## src/rtl/pd_tx_arbiter_if.sv

```systemverilog
// Bus between the TX arbiter and its neighbours: rx block, TCPM TX buffer and PHY TX datapath.
// Handshake semantics: every *_req, *_done, *_goodcrc, *_start and status signal is a
// single-cycle pulse sampled on the rising clock edge. Header bytes are valid in the cycle
// their request pulses. phy_tx_hdr_* are held stable from phy_tx_start until phy_tx_done.
// phy_rx_busy and tx_busy are levels.
interface pd_tx_arbiter_if;
    logic       goodcrc_req;
    logic [7:0] goodcrc_hdr_0;
    logic [7:0] goodcrc_hdr_1;
    logic       tcpm_tx_req;
    logic [7:0] tcpm_hdr_0;
    logic [7:0] tcpm_hdr_1;
    logic       phy_rx_busy;
    logic       phy_tx_done;
    logic       phy_rx_goodcrc;
    logic       phy_tx_start;
    logic [7:0] phy_tx_hdr_0;
    logic [7:0] phy_tx_hdr_1;
    logic       goodcrc_tx_complete;
    logic       tcpm_tx_success;
    logic       tcpm_tx_failed;
    logic       tx_busy;

    modport slave (
        input  goodcrc_req, goodcrc_hdr_0, goodcrc_hdr_1,
        input  tcpm_tx_req, tcpm_hdr_0, tcpm_hdr_1,
        input  phy_rx_busy, phy_tx_done, phy_rx_goodcrc,
        output phy_tx_start, phy_tx_hdr_0, phy_tx_hdr_1,
        output goodcrc_tx_complete, tcpm_tx_success, tcpm_tx_failed, tx_busy
    );

    modport master (
        output goodcrc_req, goodcrc_hdr_0, goodcrc_hdr_1,
        output tcpm_tx_req, tcpm_hdr_0, tcpm_hdr_1,
        output phy_rx_busy, phy_tx_done, phy_rx_goodcrc,
        input  phy_tx_start, phy_tx_hdr_0, phy_tx_hdr_1,
        input  goodcrc_tx_complete, tcpm_tx_success, tcpm_tx_failed, tx_busy
    );
endinterface

```

## src/rtl/pd_tx_arbiter.sv

```systemverilog
// Shared PHY transmitter scheduler: GoodCRC replies from rx take priority over TCPM
// messages; a TCPM message is sequenced through transmit, partner-GoodCRC wait, retry
// and a single success/failed report. A frame in flight is never pre-empted.
// The timer counts cycles since phy_tx_start (0 in the start cycle) while waiting for
// phy_tx_done, and cycles since entering CRC_WAIT while waiting for partner GoodCRC.
module pd_tx_arbiter #(
    parameter int TIMER_W     = 8,
    parameter int TX_TIMEOUT  = 100,
    parameter int CRC_TIMEOUT = 60,
    parameter int N_RETRY     = 3
) (
    input  logic           clk,
    input  logic           hard_reset,
    pd_tx_arbiter_if.slave bus,
    output logic [2:0]     fsm_state
);

    typedef enum logic [2:0] {
        IDLE     = 3'd0,
        G_START  = 3'd1,
        G_WAIT   = 3'd2,
        M_START  = 3'd3,
        M_WAIT   = 3'd4,
        CRC_WAIT = 3'd5
    } state_t;

    localparam logic [TIMER_W-1:0] TX_TO     = TIMER_W'(TX_TIMEOUT);
    localparam logic [TIMER_W-1:0] CRC_TO    = TIMER_W'(CRC_TIMEOUT);
    localparam logic [TIMER_W-1:0] TIMER_MAX = '1;
    localparam logic [2:0]         RETRY_MAX = 3'(N_RETRY);

    if (TX_TIMEOUT >= (1 << TIMER_W) || CRC_TIMEOUT >= (1 << TIMER_W)) begin : g_bad_timeout
        $error("pd_tx_arbiter: TX_TIMEOUT and CRC_TIMEOUT must be below 2**TIMER_W");
    end
    if (N_RETRY < 0 || N_RETRY > 7) begin : g_bad_retry
        $error("pd_tx_arbiter: N_RETRY must be in 0..7");
    end

    state_t             state, state_nxt;
    logic [TIMER_W-1:0] timer, timer_nxt, timer_inc;
    logic [2:0]         retry_cnt, retry_nxt;
    logic               gcrc_pend, msg_pend;
    logic [7:0]         gcrc_h0, gcrc_h1, msg_h0, msg_h1;
    logic [7:0]         tx_h0, tx_h1;
    logic               gdone_q, succ_q, fail_q;
    logic               gdone_nxt, succ_nxt, fail_nxt;
    logic               tx_start, take_g, take_m;
    logic               msg_in_flight, msg_accept, gcrc_any, msg_any;

    // Request acceptance: TCPM requests are dropped while its own message is in flight.
    always_comb begin
        msg_in_flight = (state == M_START) || (state == M_WAIT) || (state == CRC_WAIT);
        msg_accept    = bus.tcpm_tx_req && !msg_in_flight;
        gcrc_any      = gcrc_pend || bus.goodcrc_req;
        msg_any       = msg_pend || msg_accept;
        timer_inc     = (timer == TIMER_MAX) ? timer : timer + 1'b1;
    end

    // Next-state, timer, retry counter and status pulse decode.
    always_comb begin
        state_nxt = state;
        timer_nxt = '0;
        retry_nxt = retry_cnt;
        take_g    = 1'b0;
        take_m    = 1'b0;
        tx_start  = 1'b0;
        gdone_nxt = 1'b0;
        succ_nxt  = 1'b0;
        fail_nxt  = 1'b0;
        case (state)
            IDLE: begin
                if (!bus.phy_rx_busy) begin
                    if (gcrc_any) begin
                        state_nxt = G_START;
                        take_g    = 1'b1;
                    end else if (msg_any) begin
                        state_nxt = M_START;
                        take_m    = 1'b1;
                        retry_nxt = 3'd0;
                    end
                end
            end
            G_START: begin
                if (!bus.phy_rx_busy) begin
                    tx_start  = 1'b1;
                    timer_nxt = TIMER_W'(1);
                    state_nxt = G_WAIT;
                end
            end
            G_WAIT: begin
                if (bus.phy_tx_done) begin
                    gdone_nxt = 1'b1;
                    state_nxt = IDLE;
                end else if (timer == TX_TO) begin
                    state_nxt = IDLE;
                end else begin
                    timer_nxt = timer_inc;
                end
            end
            M_START: begin
                if (!bus.phy_rx_busy) begin
                    tx_start  = 1'b1;
                    timer_nxt = TIMER_W'(1);
                    state_nxt = M_WAIT;
                end
            end
            M_WAIT: begin
                if (bus.phy_tx_done) begin
                    state_nxt = CRC_WAIT;
                end else if (timer == TX_TO) begin
                    fail_nxt  = 1'b1;
                    state_nxt = IDLE;
                end else begin
                    timer_nxt = timer_inc;
                end
            end
            CRC_WAIT: begin
                if (bus.phy_rx_goodcrc) begin
                    succ_nxt  = 1'b1;
                    state_nxt = IDLE;
                end else if (timer == CRC_TO) begin
                    if (retry_cnt < RETRY_MAX) begin
                        retry_nxt = retry_cnt + 3'd1;
                        state_nxt = M_START;
                    end else begin
                        fail_nxt  = 1'b1;
                        state_nxt = IDLE;
                    end
                end else begin
                    timer_nxt = timer_inc;
                end
            end
            default: state_nxt = IDLE;
        endcase
    end

    // State, pending requests, latched headers, PHY header hold and status pulse registers.
    always_ff @(posedge clk) begin
        if (!hard_reset) begin
            state     <= IDLE;
            timer     <= '0;
            retry_cnt <= 3'd0;
            gcrc_pend <= 1'b0;
            msg_pend  <= 1'b0;
            gcrc_h0   <= 8'd0;
            gcrc_h1   <= 8'd0;
            msg_h0    <= 8'd0;
            msg_h1    <= 8'd0;
            tx_h0     <= 8'd0;
            tx_h1     <= 8'd0;
            gdone_q   <= 1'b0;
            succ_q    <= 1'b0;
            fail_q    <= 1'b0;
        end else begin
            state     <= state_nxt;
            timer     <= timer_nxt;
            retry_cnt <= retry_nxt;
            gcrc_pend <= take_g ? 1'b0 : gcrc_any;
            msg_pend  <= take_m ? 1'b0 : msg_any;
            if (bus.goodcrc_req) begin
                gcrc_h0 <= bus.goodcrc_hdr_0;
                gcrc_h1 <= bus.goodcrc_hdr_1;
            end
            if (msg_accept) begin
                msg_h0 <= bus.tcpm_hdr_0;
                msg_h1 <= bus.tcpm_hdr_1;
            end
            // A request arriving on the same edge it is taken supplies the freshest bytes.
            if (take_g) begin
                tx_h0 <= bus.goodcrc_req ? bus.goodcrc_hdr_0 : gcrc_h0;
                tx_h1 <= bus.goodcrc_req ? bus.goodcrc_hdr_1 : gcrc_h1;
            end else if (take_m) begin
                tx_h0 <= msg_accept ? bus.tcpm_hdr_0 : msg_h0;
                tx_h1 <= msg_accept ? bus.tcpm_hdr_1 : msg_h1;
            end
            gdone_q <= gdone_nxt;
            succ_q  <= succ_nxt;
            fail_q  <= fail_nxt;
        end
    end

    assign bus.phy_tx_start        = tx_start;
    assign bus.phy_tx_hdr_0        = tx_h0;
    assign bus.phy_tx_hdr_1        = tx_h1;
    assign bus.goodcrc_tx_complete = gdone_q;
    assign bus.tcpm_tx_success     = succ_q;
    assign bus.tcpm_tx_failed      = fail_q;
    assign bus.tx_busy             = (state != IDLE) || gcrc_pend || msg_pend;
    assign fsm_state               = state;

endmodule
```

## src/flat_wrapper.sv

```systemverilog
// flat-port wrapper written by rule: the top's interface ports become plain ports
module pd_tx_arbiter_flat 
#(
    parameter int TIMER_W     = 8,
    parameter int TX_TIMEOUT  = 100,
    parameter int CRC_TIMEOUT = 60,
    parameter int N_RETRY     = 3
)
  (clk, hard_reset, fsm_state, bus_goodcrc_req, bus_goodcrc_hdr_0, bus_goodcrc_hdr_1, bus_tcpm_tx_req, bus_tcpm_hdr_0, bus_tcpm_hdr_1, bus_phy_rx_busy, bus_phy_tx_done, bus_phy_rx_goodcrc, bus_phy_tx_start, bus_phy_tx_hdr_0, bus_phy_tx_hdr_1, bus_goodcrc_tx_complete, bus_tcpm_tx_success, bus_tcpm_tx_failed, bus_tx_busy);
  pd_tx_arbiter_if bus_i ();
  input  logic clk;
  input  logic hard_reset;
  output logic [2:0] fsm_state;
  input wire logic [$bits(bus_i.goodcrc_req)-1:0] bus_goodcrc_req;
  input wire logic [$bits(bus_i.goodcrc_hdr_0)-1:0] bus_goodcrc_hdr_0;
  input wire logic [$bits(bus_i.goodcrc_hdr_1)-1:0] bus_goodcrc_hdr_1;
  input wire logic [$bits(bus_i.tcpm_tx_req)-1:0] bus_tcpm_tx_req;
  input wire logic [$bits(bus_i.tcpm_hdr_0)-1:0] bus_tcpm_hdr_0;
  input wire logic [$bits(bus_i.tcpm_hdr_1)-1:0] bus_tcpm_hdr_1;
  input wire logic [$bits(bus_i.phy_rx_busy)-1:0] bus_phy_rx_busy;
  input wire logic [$bits(bus_i.phy_tx_done)-1:0] bus_phy_tx_done;
  input wire logic [$bits(bus_i.phy_rx_goodcrc)-1:0] bus_phy_rx_goodcrc;
  output wire logic [$bits(bus_i.phy_tx_start)-1:0] bus_phy_tx_start;
  output wire logic [$bits(bus_i.phy_tx_hdr_0)-1:0] bus_phy_tx_hdr_0;
  output wire logic [$bits(bus_i.phy_tx_hdr_1)-1:0] bus_phy_tx_hdr_1;
  output wire logic [$bits(bus_i.goodcrc_tx_complete)-1:0] bus_goodcrc_tx_complete;
  output wire logic [$bits(bus_i.tcpm_tx_success)-1:0] bus_tcpm_tx_success;
  output wire logic [$bits(bus_i.tcpm_tx_failed)-1:0] bus_tcpm_tx_failed;
  output wire logic [$bits(bus_i.tx_busy)-1:0] bus_tx_busy;
  assign bus_i.goodcrc_req = bus_goodcrc_req;
  assign bus_i.goodcrc_hdr_0 = bus_goodcrc_hdr_0;
  assign bus_i.goodcrc_hdr_1 = bus_goodcrc_hdr_1;
  assign bus_i.tcpm_tx_req = bus_tcpm_tx_req;
  assign bus_i.tcpm_hdr_0 = bus_tcpm_hdr_0;
  assign bus_i.tcpm_hdr_1 = bus_tcpm_hdr_1;
  assign bus_i.phy_rx_busy = bus_phy_rx_busy;
  assign bus_i.phy_tx_done = bus_phy_tx_done;
  assign bus_i.phy_rx_goodcrc = bus_phy_rx_goodcrc;
  assign bus_phy_tx_start = bus_i.phy_tx_start;
  assign bus_phy_tx_hdr_0 = bus_i.phy_tx_hdr_0;
  assign bus_phy_tx_hdr_1 = bus_i.phy_tx_hdr_1;
  assign bus_goodcrc_tx_complete = bus_i.goodcrc_tx_complete;
  assign bus_tcpm_tx_success = bus_i.tcpm_tx_success;
  assign bus_tcpm_tx_failed = bus_i.tcpm_tx_failed;
  assign bus_tx_busy = bus_i.tx_busy;
  pd_tx_arbiter #(.TIMER_W(TIMER_W), .TX_TIMEOUT(TX_TIMEOUT), .CRC_TIMEOUT(CRC_TIMEOUT), .N_RETRY(N_RETRY)) u_core (.clk(clk), .hard_reset(hard_reset), .bus(bus_i), .fsm_state(fsm_state));
endmodule
```

## config.mk

```make
export PLATFORM = sky130hd
export DESIGN_NAME = pd_tx_arbiter_flat
export DESIGN_NICKNAME = d
export VERILOG_FILES = /design/src/rtl/pd_tx_arbiter_if.sv /design/src/rtl/pd_tx_arbiter.sv /design/src/flat_wrapper.sv
export SDC_FILE = /design/constraint.sdc
export NUM_CORES = 1
export LEC_CHECK = 0
export ABC_AREA = 1
export BUFFER_PORTS_ARGS = -buffer_cell sky130_fd_sc_hd__buf_2
export CAP_MARGIN = 20
export CORE_MARGIN = 2
export CORE_UTILIZATION = 45
export DETAILED_ROUTE_END_ITERATION = 7
export HOLD_SLACK_MARGIN = 0.06
export PLACE_DENSITY = 0.67
export SYNTH_ARGS = -nofsm -noshare
export SYNTH_HDL_FRONTEND = slang
export SYNTH_SLANG_ARGS = --single-unit
```

## constraint.sdc

```tcl
create_clock -name clk -period 1.7 [get_ports clk]
set_input_delay 0.17 -clock clk [delete_from_list [all_inputs] [get_ports clk]]
set_output_delay 0.17 -clock clk [all_outputs]
set_load 0.02 [all_outputs]
```

# After elaboration in Yosys (flattened, before gate mapping)
# Index checks and enable logic that the tools add are counted.
[word_totals]
ram_bits = 0
ff_bits = 67
memories = 0
romBits = 0
inputBits = 39
latchBits = 0
out_inout_bits = 24
[op_classes]
div_mod_pow = 0
bitwise = 1
muxes = 51
magnitude_cmp = 1
shift = 0
n_addsub = 2
n_mul = 0
eq_ne = 18
reduce_logical = 20
[op_table]
columns = ["operator", "count"]
rows = [
  ["$mux W8", 13],
  ["$mux W3", 16],
  ["$pmux W8 S3", 1],
  ["$pmux W3 S6", 1],
  ["$mux W1", 17],
  ["$ne A2 B2 Y1 const B", 7],
  ["$add A8 B1 Y8 const B", 1],
  ["$eq A8 B6 Y1 const B", 1],
  ["$eq A8 B7 Y1 const B", 1],
  ["$eq A8 B8 Y1 const B", 1],
  ["$reduce_or A2 Y1", 4],
  ["$reduce_and A7 Y1", 1],
  ["$eq A3 B2 Y1 const B", 2],
  ["$eq A3 B3 Y1 const B", 2],
  ["$logic_or A1 B1 Y1", 6],
  ["$pmux W3 S2", 1],
  ["$reduce_and A5 Y1", 1],
  ["$reduce_and A2 Y1", 2],
  ["$reduce_bool A2 Y1", 2],
  ["$add A3 B1 Y3 const B", 1],
  ["$eq A3 B1 Y1 const B", 1],
  ["$logic_not A3 Y1", 1],
  ["$lt A3 B2 Y1 const B", 1],
  ["$ne A3 B1 Y1 const B", 1],
  ["other kinds (8)", 8],
]

# Depth between registers and ports, before layout
# Gate-level depths: netlist of the first run.
[logic_depth]
depth_word = 12
depth_mapped = 11
ltp_nobuf = 11

# Worst setup path after synthesis of the first run
# Ideal clock, no wire load.
[synth_timing]
kind = "register to register"
start = "register u_core.state[0], in the netlist u_core.fsm_state[0]"
end = "register u_core.state[0], in the netlist u_core.fsm_state[0]"
synth_period_minus_slack_ns = 1.592
arrival_time_ns = 1.465
path_slack_ns = 0.108
setup_ns = 0.128
path_buffers = 1
path_stages_with_launch = 11
required_ns = 1.572
cell_sequence = "dfxtp_1 -> buf_2 -> nand2_1 -> nor2_1 -> nor2_4 -> nor2_4 -> nand2_1 -> nand2_1 -> nand2_1 -> nand2_1 -> nor2_1"
[synth_between]
elab_chain_cells = 8
[synth_lines]
columns = ["element", "line", "source"]
rows = [
  ["start: declaration", "pd_tx_arbiter.sv:39", "state_t state, state_nxt;"],
  ["start signal: assignment", "pd_tx_arbiter.sv:155", "state <= state_nxt;"],
  ["$eq A3 B2 Y1 / $eq A3 B3 Y1 (equally long branches)", "pd_tx_arbiter.sv:52, pd_tx_arbiter.sv:70", ""],
  ["$logic_or A1 B1 Y1 (2 in a row)", "pd_tx_arbiter.sv:52", "msg_in_flight = (state == M_START) || (state == M_WAIT) || (state == CRC_WAIT);"],
  ["$logic_not A1 Y1", "pd_tx_arbiter.sv:53", "msg_accept = bus.tcpm_tx_req && !msg_in_flight;"],
  ["$logic_and A1 B1 Y1", "pd_tx_arbiter.sv:53", ""],
  ["$logic_or A1 B1 Y1", "pd_tx_arbiter.sv:55", "msg_any = msg_pend || msg_accept;"],
  ["$ne A3 B1 Y1 (no source line)", "-", ""],
  ["$reduce_and A5 Y1 (no source line)", "-", ""],
]
# Several ways; a longest one is shown, not always the timed one.
# A chain may end at the register's enable or synchronous reset.

# Worst setup path after layout of the first run
[layout_timing]
start = "register u_core.state[0], in the netlist u_core.fsm_state[0]"
end = "output bus_tx_busy"
[layout_between]
elab_chain_cells = 3
[layout_lines]
columns = ["element", "line", "source"]
rows = [
  ["$reduce_bool A3 Y1", "pd_tx_arbiter.sv:188", "assign bus.tx_busy = (state != IDLE) || gcrc_pend || msg_pend;"],
  ["$logic_or A1 B1 Y1 (2 in a row)", "pd_tx_arbiter.sv:188", ""],
  ["end: declaration", "flat_wrapper.sv:29", "output wire logic [$bits(bus_i.tx_busy)-1:0] bus_tx_busy;"],
]
# Every way passes these cells.

==> results of run 1 <==
-- worst max-delay path, cell delays in order (launching register included) --
cell and delay [ns]:
sky130_fd_sc_hd__dfxtp_2 0.38, sky130_fd_sc_hd__nor2_4 0.18, sky130_fd_sc_hd__nand2_2 0.10, sky130_fd_sc_hd__nor2_2 0.12
sky130_fd_sc_hd__nand2_1 0.09, sky130_fd_sc_hd__buf_2 0.17
-- power groups by stage --
| stage | clock network [µW] | registers, µW | logic (µW) |
|---|---|---|---|
| 4_1_cts | 1400 | 1950 | 1750 |
| 5_1_grt | 1480 | 1990 | 2000 |
| 3_3_place_gp | 0 | 1980 | 1720 |
| 2_1_floorplan | 0 | 2060 | 1200 |
| 3_5_place_dp | 0 | 1990 | 1740 |
| 6_report | 1370 | 1970 | 1750 |
-- flip-flops by register name (all words and copies together) (netlist names), 8 cells and up --
register,flops
u_core.bus.phy_tx_hdr_1,8
u_core.gcrc_h1,8
u_core.bus.phy_tx_hdr_0,8
u_core.gcrc_h0,8
u_core.timer,8
u_core.msg_h1,8
u_core.msg_h0,8
-- area by class of cell --
| type | count | area, µm² | area share |
|---|---|---|---|
| Sequential cell | 67 | 1350 | 0.349 |
| Inverter | 45 | 169 | 0.0438 |
| Clock buffer | 13 | 159 | 0.0412 |
| Timing Repair Buffer | 75 | 420 | 0.109 |
| Clock inverter | 3 | 46.3 | 0.0120 |
| Multi-Input combinational cell | 338 | 1590 | 0.413 |
| Tap cell | 96 | 120 | 0.0312 |
-- synthesized netlist by cell type --
| library cell | instances |
|---|---|
| sky130_fd_sc_hd__inv_1 | 40 |
| sky130_fd_sc_hd__buf_1 | 3 |
| sky130_fd_sc_hd__and2_1 | 1 |
| sky130_fd_sc_hd__nor4_1 | 1 |
| sky130_fd_sc_hd__nand2_2 | 6 |
| sky130_fd_sc_hd__nand2_1 | 167 |
| sky130_fd_sc_hd__ha_1 | 3 |
| sky130_fd_sc_hd__or2_2 | 10 |
| sky130_fd_sc_hd__buf_2 | 7 |
| sky130_fd_sc_hd__xor2_1 | 2 |
| sky130_fd_sc_hd__nor2_8 | 1 |
| sky130_fd_sc_hd__dfxtp_1 | 67 |
| sky130_fd_sc_hd__o21ai_0 | 8 |
| sky130_fd_sc_hd__nor2_1 | 41 |
| sky130_fd_sc_hd__nand3_2 | 1 |
| sky130_fd_sc_hd__and3_1 | 1 |
| sky130_fd_sc_hd__o21a_1 | 10 |
| sky130_fd_sc_hd__nand3_1 | 39 |
| sky130_fd_sc_hd__nor2_2 | 2 |
| sky130_fd_sc_hd__nor2_4 | 4 |
| sky130_fd_sc_hd__nor3_1 | 7 |
| sky130_fd_sc_hd__a21oi_2 | 4 |
| sky130_fd_sc_hd__clkbuf_1 | 3 |
| sky130_fd_sc_hd__a21oi_1 | 23 |
| sky130_fd_sc_hd__inv_2 | 5 |
| sky130_fd_sc_hd__o211ai_1 | 1 |
| sky130_fd_sc_hd__buf_6 | 3 |
| sky130_fd_sc_hd__nand4_1 | 6 |
-- kinds of logic after synthesis --
| kind of cell | count (synthesis) | synth area share |
|---|---|---|
| compound gates | 46 | 0.0857 |
| xor+xnor | 2 | 0.00550 |
| fa+ha+maj | 3 | 0.0118 |
| buf+inv | 61 | 0.0817 |
| flops | 67 | 0.421 |
| simple gates | 287 | 0.394 |
-- per-stage QoR --
stage	setup WS, ns	total power, µW	util
floorplan	0.108	3260	-
global placement	0.153	3700	0.530
detailed placement	0.0932	3730	0.530
CTS	0.0332	5100	0.560
global route	0.0175	5470	0.564
finish	0.153	5100	0.564
-- worst paths after layout --
kind,start,endpoint,slack (ns),cells past startpoint
setup / recovery,u_core.fsm_state[0]$_SDFFE_PN0P_,bus_tx_busy,0.15,5
hold / removal,bus_tcpm_hdr_0[1],u_core.msg_h0[1]$_SDFF_PN0_,0.09,3
setup reg to reg,u_core.fsm_state[0]$_SDFFE_PN0P_,u_core.bus.phy_tx_hdr_1[0]$_SDFFE_PN0P_,0.19,9
hold reg to reg,u_core.msg_h1[1]$_SDFF_PN0_,u_core.msg_h1[1]$_SDFF_PN0_,0.47,2
-- timing repair --
action / 4_1_cts / 5_1_grt
hold endpoints to repair: 0 / 0
resized for setup: 0 / 6
hold buffers: 0 / 0
setup endpoints to repair: 0 / 28
setup buffers: 0 / 2
-- per-layer routing --
layer	wire, µm	vias to the layer above	part of all wire	track usage
met1	3680	1326	0.49	0.276
met4	121	0	0.016	0.0868
met3	313	14	0.042	0.0490
met5	0	-	0	0
met2	3400	58	0.45	0.317
li1	-	1604	-	-
-- layout by cell type (no fill, tap or decap), drive strengths merged --
cell type  instances
nand2            173
buf               75
dfxtp             67
nor2              48
inv               45
nand3             40
a21oi             27
clkbuf            13
or2               10
o21a              10
o21ai              8
nor3               7
nand4              6
ha                 3
xor2               2
o211ai             1
and2               1
nor4               1
and3               1
clkinv             1
bufinv             1
clkinvlp           1
==> out/qor.txt, run 1 <==
Data arrival time at the worst-slack endpoint = 1.38 ns
Largest net degree at the start of global routing = 22
Reported leakage power = 0.00194 µW
Root Buffer Master = sky130_fd_sc_hd__clkbuf_8
Diode insertion count for antenna repair = 0
Signed area change from the synthesized netlist to the final layout = 21.0%
Die boundary height = 88.1 µm
Layout filler cell count = 688
Number of antenna violations at the first check in global routing = 0
Port bufs = 62
Placeable core area = 6830 µm²
Net switching power figure = 1920 µW
Worst setup EP type = output pin
Area leader, netlist = sky130_fd_sc_hd__dfxtp_1
Number of standard cells in the layout, taps in and fillers out = 637
Die area = 7770 µm²
Detail-routed net length per standard cell = 11.8 µm
Number of nets in the synthesized netlist = 508
Yosys reg bits = 67
Crit Path Max Fanout = 9
Sequential cell fraction of total power = 0.386
Initial Util = 0.466
Number of failing hold endpoints at the final stage = 0
Top cells by area, synth = sky130_fd_sc_hd__dfxtp_1 42%, sky130_fd_sc_hd__nand2_1 20%, sky130_fd_sc_hd__nand3_1 6.1%
Required arrival time at the worst endpoint = 1.53 ns
Final #Nets = 578
Cell internal pwr = 3180 µW
Mean instance size in the synthesized netlist = 6.83 µm²
Pwr dens = 1320 nW/µm²
Sum of negative setup slack = 0 ns
Part of the Yosys area used for sequential elements = 0.421
Post-placement cell area = 3620 µm²
H-Tree Depth = 3
Number of instances in the synthesized netlist = 466
Slew Viols, Final = 0
Routability cong. = 0.862
Result of the run = finished clean
Rel. slew slack = 0.787
Setup repair after global routing missed its margin = no
CTS sink count = 67
Clock latency on the worst-skew pair = 0.34 ns
Number of routed nets with antenna violations = 0
I/O pins = 63
Via count = 3002
Area of all placed cells without fillers = 3850 µm²
Number of placement rows = 30
Total track usage = 0.205
Reported max-cap violation count = 0
Library cells used by synthesis = 28
Yosys warns = 0
Total overflow reported by the global router = 0
Wire length of the first global-routing pass = 12.3 mm
Clock group share of total power = 0.269
Final-report setup violation count = 0
CTS max path bufs = 2
Vias in the first global route = 2667
WHS = 0.0945 ns
Portion of synthesized cell area occupied by the leading cell type = 0.421
DRC viols = 0
Number of placed instances with taps included = 619
Share of cells above drive strength 1 = 0.237
Switching power as a share of total power = 0.377
Register clock-pin slew on the reported worst setup and hold paths = 0.07 ns
Peak clock frequency supported by timing = 0.646 GHz
Worst clock skew = 0.00830 ns
Type of the tightest min-delay check = primary input to flop
Kind of critical path = flop to output pin
CTS tree = yes
Syn Std Cell Area = 3180 µm²
Post-route minimum period = 1.55 ns
Worst Max-Slew Pin Slew = 0.319 ns
Vias per cell = 4.71
Die Width = 88.1 µm
Overall routed net length = 7.51 mm
Share of the clock period used by the worst path = 0.910
Nature of the critical path startpoint = flop
Initial detailed-routing violation count = 185
DRT Pass-1 Iters = 5
DPL Wire Length = 5.56 mm
Number of buffers added by the clock tree synthesis step = 9
Fraction of power consumed by combinational cells = 0.344
Max IR drop VDD = 0.000564 V
(Power assumes the default switching activity.)
==> run 2: changes to the inputs <==
Settings changed: ABC_AREA 1 to not set, PLACE_DENSITY 0.67 to 0.68.
==> run 2 against run 1 <==
Net effect:
- the run now ends with setup timing left
- via count down 15%
- maximum frequency down 9.5%
- synthesized cell count down 33%
- non-clock buffer count up 21
- critical path type is now flop to flop
==> out/qor.txt, run 2 <==
Result of the run = finished with violations
Die Width = 84.7 µm (-3.9%)
CTS tree = yes
Layout filler cell count = 560 (-19%)
Worst Max-Slew Pin Slew = 0.380 ns (+0.0607 ns)
Slew Viols, Final = 0 (unchanged)
Share of flip-flops with an asynchronous set or reset = 0 (unchanged)
Worst clock skew = 0.00697 ns (-0.00133 ns)
Number of routed nets with antenna violations = 0 (unchanged)
Share of the clock period used by the worst path = 1.01 (+0.0954)
DPL Wire Length = 5.02 mm (-9.8%)
Clock latency on the worst-skew pair = 0.34 ns (about the same)
Diode insertion count for antenna repair = 0 (unchanged)
Data arrival time at the worst-slack endpoint = 1.97 ns (+0.59 ns)
Setup repair after global routing missed its margin = yes
Syn Std Cell Area = 2930 µm² (-8.0%)
Routability cong. = 0.909 (+5.4%)
Number of instances in the synthesized netlist = 311 (-33%)
Mean instance size in the synthesized netlist = 9.42 µm² (+38%)
CTS sink count = 67 (unchanged)
Required arrival time at the worst endpoint = 1.96 ns (+0.43 ns)
Most frequent cells in the layout = 62 x sky130_fd_sc_hd__buf_2, 62 x sky130_fd_sc_hd__dfxtp_1, 52 x sky130_fd_sc_hd__nor2_1
Worst setup EP type = flop
Total track usage = 0.196 (-0.00953)
Final-report setup violation count = 1 (+1)
Overall routed net length = 6.83 mm (-9.1%)
Peak clock frequency supported by timing = 0.585 GHz (-9.5%)
EDFF count, synth = 0 (unchanged)
Die area = 7170 µm² (-7.7%)
CTS max path bufs = 2 (unchanged)
Final #Nets = 444 (-23%)
DRT Pass-1 Iters = 4 (-1)
Library cells used by synthesis = 50 (+79%)
Vias in the first global route = 2402 (-9.9%)
Number of failing hold endpoints at the final stage = 0 (unchanged)
Die boundary height = 84.7 µm (-3.9%)
Type of the tightest min-delay check = primary input to flop
Worst Setup Slack, final = -0.00930 ns (-0.162 ns)
Wire length of the first global-routing pass = 11.2 mm (-9.1%)
Vias per cell = 5.25 (+11%)
Max IR drop VDD = 0.000525 V (-6.9%)
I/O pins = 63 (unchanged)
Reported leakage power = 0.00170 µW (-12%)
Detail-routed net length per standard cell = 14.1 µm (+20%)
Yosys warns = 0 (unchanged)
Register clock-pin slew on the reported worst setup and hold paths = 0.07 ns (about the same)
Number of nets in the synthesized netlist = 353 (-31%)
Initial detailed-routing violation count = 73 (-61%)
Portion of synthesized cell area occupied by the leading cell type = 0.458 (+0.0367)
Violations in the final reports = setup timing
Area leader, netlist = sky130_fd_sc_hd__dfxtp_1
Most common cell in the synthesized netlist = sky130_fd_sc_hd__dfxtp_1
Total overflow reported by the global router = 0 (unchanged)
Yosys reg bits = 67 (unchanged)
Via count = 2541 (-15%)
Number of antenna violations at the first check in global routing = 0 (unchanged)
Pwr dens = 1020 nW/µm² (-23%)
Nature of the critical path startpoint = flop
Placeable core area = 6310 µm² (-7.6%)
Share of cells above drive strength 1 = 0.359 (+0.122)
Signed area change from the synthesized netlist to the final layout = 28.6%
Rel. slew slack = 0.746 (-0.0406)
Ys flop type = sky130_fd_sc_hd__dfxtp_1
Largest net degree at the start of global routing = 23 (+4.5%)
Crit Path Max Fanout = 2 (-7)
H-Tree Depth = 3 (unchanged)
Initial Util = 0.464 (-0.00219)
Top cells by area, synth = sky130_fd_sc_hd__dfxtp_1 46%, sky130_fd_sc_hd__mux2i_1 11%, sky130_fd_sc_hd__nor2_1 6.7%
Port bufs = 62 (unchanged)
Number of placement rows = 29 (-3.3%)
Reported max-cap violation count = 0 (unchanged)
Number of standard cells in the layout, taps in and fillers out = 484 (-24%)
Part of the Yosys area used for sequential elements = 0.458 (+0.0367)
Kind of critical path = flop to flop
DRC viols = 0 (unchanged)
Most common library cells after synthesis = 67 x sky130_fd_sc_hd__dfxtp_1, 52 x sky130_fd_sc_hd__nor2_1, 33 x sky130_fd_sc_hd__mux2i_1
Number of placed instances with taps included = 467 (-25%)
Hold buffer count at CTS = 0 (unchanged)
Post-route minimum period = 1.71 ns (+0.162 ns)
PnR Total Power = 3840 µW (-25%)
Number of buffers added by the clock tree synthesis step = 9 (unchanged)
Sum of negative setup slack = -0.00930 ns (-0.00930 ns)
Root Buffer Master = sky130_fd_sc_hd__clkbuf_8
==> run 2: changes by cell type in the layout (fill, tap and decap cells not counted), moves of 10 or more <==
cell / previous run / this run
sky130_fd_sc_hd__nor2_1: 40 / 52
sky130_fd_sc_hd__nand2_1: 166 / 23
sky130_fd_sc_hd__o21a_1: 10 / 0
sky130_fd_sc_hd__a21oi_1: 23 / 9
sky130_fd_sc_hd__inv_1: 40 / 15
sky130_fd_sc_hd__buf_4: 12 / 32
sky130_fd_sc_hd__mux2i_1: 0 / 33
sky130_fd_sc_hd__nand3_1: 38 / 8
sky130_fd_sc_hd__o221ai_2: 0 / 12
==> run 2: through the flow <==
step	util	setup slack, ns	hold WS, ns	cell area (µm²)
after floorplan	-	-0.0116	0.292	2940
after global placement	0.556	0.00832	0.444	3510
after detailed placement	0.556	-0.0418	0.454	3510
after CTS	0.589	-0.0323	0.0951	3720
after global routing	0.597	-0.0726	0.116	3770
final	0.597	-0.00930	0.0984	3770
==> run 2: worst paths after layout <==
path              slack (ns)  cells past startpoint                   startpoint                              endpoint
setup reg to reg      -0.009                      7   u_core.timer[0]$_SDFF_PN0_  u_core.bus.tcpm_tx_failed$_SDFF_PN0_
setup / recovery      -0.009                      7   u_core.timer[0]$_SDFF_PN0_  u_core.bus.tcpm_tx_failed$_SDFF_PN0_
hold reg to reg         0.51                      2  u_core.msg_h0[1]$_SDFF_PN0_           u_core.msg_h0[1]$_SDFF_PN0_
hold / removal           0.1                      3            bus_tcpm_hdr_0[1]           u_core.msg_h0[1]$_SDFF_PN0_
==> run 2: layout make-up <==
| type | instances | area (µm²) | share of cell area |
|---|---|---|---|
| multi-input cells | 210 | 1480 | 0.394 |
| flip-flops and latches | 67 | 1350 | 0.358 |
| repair buffers | 96 | 591 | 0.157 |
| clock buffers | 12 | 155 | 0.0412 |
| well taps | 77 | 96.3 | 0.0256 |
| inverters | 18 | 67.6 | 0.0179 |
| clock inverters | 4 | 23.8 | 0.00631 |
==> run 2: cells by family after synthesis <==
logic type | synth area share
adder cells (fa/ha/maj) | 0.0128
AO/OA/AOI/OAI | 0.153
flip-flops | 0.458
multiplexers | 0.113
XOR/XNOR | 0.00897
AND/OR/NAND/NOR | 0.196
buffers and inverters | 0.0581
==> run 2: routing by layer <==
layer / vias to the layer above / GRT usage / wire, µm
li1: 1272 / - / -
met1: 1195 / 0.253 / 3150
met2: 63 / 0.321 / 3250
met3: 11 / 0.0541 / 324
met4: 0 / 0.0548 / 104
met5: - / 0 / 0
==> run 2: power breakdown <==
| part | internal (µW) | total [µW] | switching (µW) |
|---|---|---|---|
| combinational | 375 | 874 | 499 |
| sequential | 1690 | 1760 | 64.7 |
| clock | 606 | 1210 | 602 |
==> run 2: what timing repair did <==
item                                    4_1_cts  5_1_grt
endpoints found under the setup margin        9       20
pin swaps                                     1        1
resized for setup                             5       11
buffers inserted                              1        0
==> run 2: critical path, cell delays in order (launching register included) <==
cell and delay (ns):
sky130_fd_sc_hd__dfxtp_2 0.33, sky130_fd_sc_hd__inv_2 0.05, sky130_fd_sc_hd__ha_1 0.14, sky130_fd_sc_hd__nand2b_1 0.07, sky130_fd_sc_hd__or4_4 0.42, sky130_fd_sc_hd__buf_4 0.15, sky130_fd_sc_hd__or3_1 0.31, sky130_fd_sc_hd__a211oi_2 0.17
==> run 3: changes to the inputs <==
Settings changed: ABC_AREA set to 1, CORE_UTILIZATION 45 to 55, PLACE_DENSITY 0.68 to 0.8.
==> run 3 against run 2 <==
Net effect:
- via count rose by 19%
- maximum frequency rose by 7.5%
- global-route usage grew 4.7 points
- the run now ends clean
- sequential share of layout area fell by 0.44 points
- register-to-register slack gained 0.15 ns
- worst setup slack improved by 0.12 ns
- count of clock-buffer cells in the layout is 2 lower
- critical path depth shrank 2
- hold slack about the same
==> out/qor.txt, run 3 (synthesized netlist as in run 1, its figures left out) <==
Nature of the critical path startpoint = flop
End point of the worst hold path = u_core.msg_h0[0]$_SDFF_PN0_
Number of routed nets with antenna violations = 0 (unchanged)
Placeable core area = 5540 µm² (-12%)
Depth of the worst register-to-register path = 9 (+2)
Crit Path Max Fanout = 9 (+7)
Overall routed net length = 7.34 mm (+7.4%)
Worst setup EP type = output pin
Crit Reg-Reg Endpoint = u_core.bus.phy_tx_hdr_1[5]$_SDFFE_PN0P_
Slew Viols, Final = 0 (unchanged)
Reported leakage power = 0.00193 µW (+14%)
Signed area change from the synthesized netlist to the final layout = 19.2%
Worst hold stages = 3 (unchanged)
Data arrival time at the worst-slack endpoint = 1.42 ns (-0.55 ns)
Register clock-pin slew on the reported worst setup and hold paths = 0.07 ns (about the same)
Worst Max-Slew Pin Slew = 0.310 ns (-0.0705 ns)
Area of all placed cells without fillers = 3790 µm² (+0.76%)
Result of the run = finished clean
Share of the clock period used by the worst path = 0.936 (-0.0699)
Most common library cell in the layout ignoring fill and taps = sky130_fd_sc_hd__nand2_1
Type of the tightest min-delay check = primary input to flop
Reported max-cap violation count = 0 (unchanged)
Launch instance of the worst min-delay path = bus_tcpm_hdr_0[0]
Cell internal pwr = 3110 µW (+16%)
Total overflow reported by the global router = 0 (unchanged)
Final #Nets = 577 (+30%)
Sequential cell fraction of total power = 0.388 (-0.070)
DRT Pass-1 Iters = 4 (unchanged)
Kind of critical path = flop to output pin
Vias per cell = 4.96 (-5.6%)
Die Width = 80.1 µm (-5.4%)
Setup slack of the most critical reg-to-reg path = 0.14 ns (+0.15 ns)
CTS tree = yes
Required arrival time at the worst endpoint = 1.53 ns (-0.43 ns)
Die area = 6410 µm² (-11%)
Total track usage = 0.242 (+0.0467)
Via count = 3033 (+19%)
Final-report setup violation count = 0 (-1)
Sum of negative setup slack = 0 ns (+0.00930 ns)
Pwr dens = 1330 nW/µm² (+30%)
Fraction of power consumed by combinational cells = 0.346 (+0.118)
Most frequent cells in the layout = 166 x sky130_fd_sc_hd__nand2_1, 65 x sky130_fd_sc_hd__dfxtp_1, 62 x sky130_fd_sc_hd__buf_2
Routability cong. = 0.926 (+1.8%)
Switching power as a share of total power = 0.383 (+0.0793)
Root Buffer Master = sky130_fd_sc_hd__clkbuf_8
Post-placement cell area = 3570 µm² (+1.6%)
CTS max path bufs = 2 (unchanged)
Rel. slew slack = 0.792 (+0.0458)
Share of cells above drive strength 1 = 0.235 (-0.124)
Max IR drop VDD = 0.000797 V (+52%)
Number of standard cells in the layout, taps in and fillers out = 612 (+26%)
Number of failing hold endpoints at the final stage = 0 (unchanged)
Setup repair after global routing missed its margin = yes
Net switching power figure = 1930 µW (+66%)
H-Tree Depth = 3 (unchanged)
Peak clock frequency supported by timing = 0.629 GHz (+7.5%)
Port bufs = 62 (unchanged)
Vias in the first global route = 2755 (+15%)
Startpoint of the most critical register-to-register path = u_core.fsm_state[0]$_SDFFE_PN0P_
Wire length of the first global-routing pass = 12.2 mm (+8.9%)
Number of placed instances with taps included = 594 (+27%)
Layout filler cell count = 500 (-11%)
Number of placement rows = 27 (-6.9%)
CTS sink count = 67 (unchanged)
PnR Total Power = 5050 µW (+31%)
Number of antenna violations at the first check in global routing = 0 (unchanged)
DPL Wire Length = 5.24 mm (+4.5%)
Hold buffer count at CTS = 0 (unchanged)
Worst clock skew = 0.00654 ns (-0.000429 ns)
I/O pins = 63 (unchanged)
Largest net degree at the start of global routing = 19 (-17%)
DRC viols = 0 (unchanged)
Initial detailed-routing violation count = 184 (+150%)
Post-route minimum period = 1.59 ns (-0.119 ns)
Clock latency on the worst-skew pair = 0.34 ns (about the same)
Clock group share of total power = 0.266 (-0.048)
Detail-routed net length per standard cell = 12.0 µm (-15%)
Number of buffers added by the clock tree synthesis step = 9 (unchanged)
Initial Util = 0.575 (+0.111)
Diode insertion count for antenna repair = 0 (unchanged)
Die boundary height = 80.1 µm (-5.4%)
-- run 3: changes by cell type in the layout (fill, tap and decap cells not counted), sizes merged, moves of 9 or more --
cell,before,now
a21oi,9,27
buf,96,74
inv,19,46
mux2i,33,0
nand2,24,173
nand3,8,40
o21a,0,10
o221ai,13,0
or2,1,10
-- run 3: how the worst max path moves through the flow --
stage                                                    to                              from  slack [ns]  cells past startpoint
floorplan                  u_core.fsm_state[0]$_SDFFE_PN0P_  u_core.fsm_state[0]$_SDFFE_PN0P_        0.11                     10
global placement    u_core.bus.phy_tx_hdr_0[2]$_SDFFE_PN0P_  u_core.fsm_state[0]$_SDFFE_PN0P_         0.1                      8
detailed placement  u_core.bus.phy_tx_hdr_0[4]$_SDFFE_PN0P_  u_core.fsm_state[0]$_SDFFE_PN0P_        0.05                      8
CTS                 u_core.bus.phy_tx_hdr_1[5]$_SDFFE_PN0P_  u_core.fsm_state[0]$_SDFFE_PN0P_        0.03                      8
global route        u_core.bus.phy_tx_hdr_1[6]$_SDFFE_PN0P_  u_core.fsm_state[0]$_SDFFE_PN0P_       -0.02                      9
finish                                          bus_tx_busy  u_core.fsm_state[0]$_SDFFE_PN0P_        0.11                      5
-- run 3: through the flow --
stage / setup slack [ns] / utilization / hold WS (ns)
floorplan: 0.108 / - / 0.312
global placement: 0.0973 / 0.644 / 0.451
detailed placement: 0.0537 / 0.644 / 0.454
CTS: 0.0250 / 0.680 / 0.0884
global route: -0.0210 / 0.685 / 0.0866
finish: 0.110 / 0.685 / 0.0980
-- run 3: per-layer routing --
layer  up-vias  global-route usage  wire length, µm
li1       1601                   -                -
met1      1335               0.303             3350
met2        88               0.402             3430
met3         9              0.0674              447
met4         0              0.0831              110
met5         -                   0                0
-- run 3: area by class of cell --
| cell class | instances | area, µm² | share of cell area |
|---|---|---|---|
| clock buffers | 10 | 138 | 0.0363 |
| clock inverters | 6 | 63.8 | 0.0168 |
| inverters | 45 | 169 | 0.0445 |
| multi-input cells | 338 | 1590 | 0.419 |
| flip-flops and latches | 67 | 1340 | 0.354 |
| well taps | 72 | 90.1 | 0.0237 |
| repair buffers | 74 | 400 | 0.106 |
-- run 3: worst max-delay path, stage by stage (launching register included) --
cell	delay, ns
sky130_fd_sc_hd__dfxtp_2	0.38
sky130_fd_sc_hd__nor2_4	0.19
sky130_fd_sc_hd__nand2_2	0.10
sky130_fd_sc_hd__nor2_1	0.16
sky130_fd_sc_hd__nand2_1	0.09
sky130_fd_sc_hd__buf_2	0.17
-- run 3: what timing repair did --
action | 4_1_cts | 5_1_grt
resized for setup | 0 | 4
setup buffers | 0 | 2
endpoints found under the setup margin | 0 | 30
-- run 3: power by group through the flow --
stage	combinational (µW)	sequential, µW	clock, µW
3_3_place_gp	1690	1970	0
3_5_place_dp	1720	1980	0
2_1_floorplan	1200	2060	0
5_1_grt	1980	1980	1440
6_report	1750	1960	1340
4_1_cts	1730	1950	1370
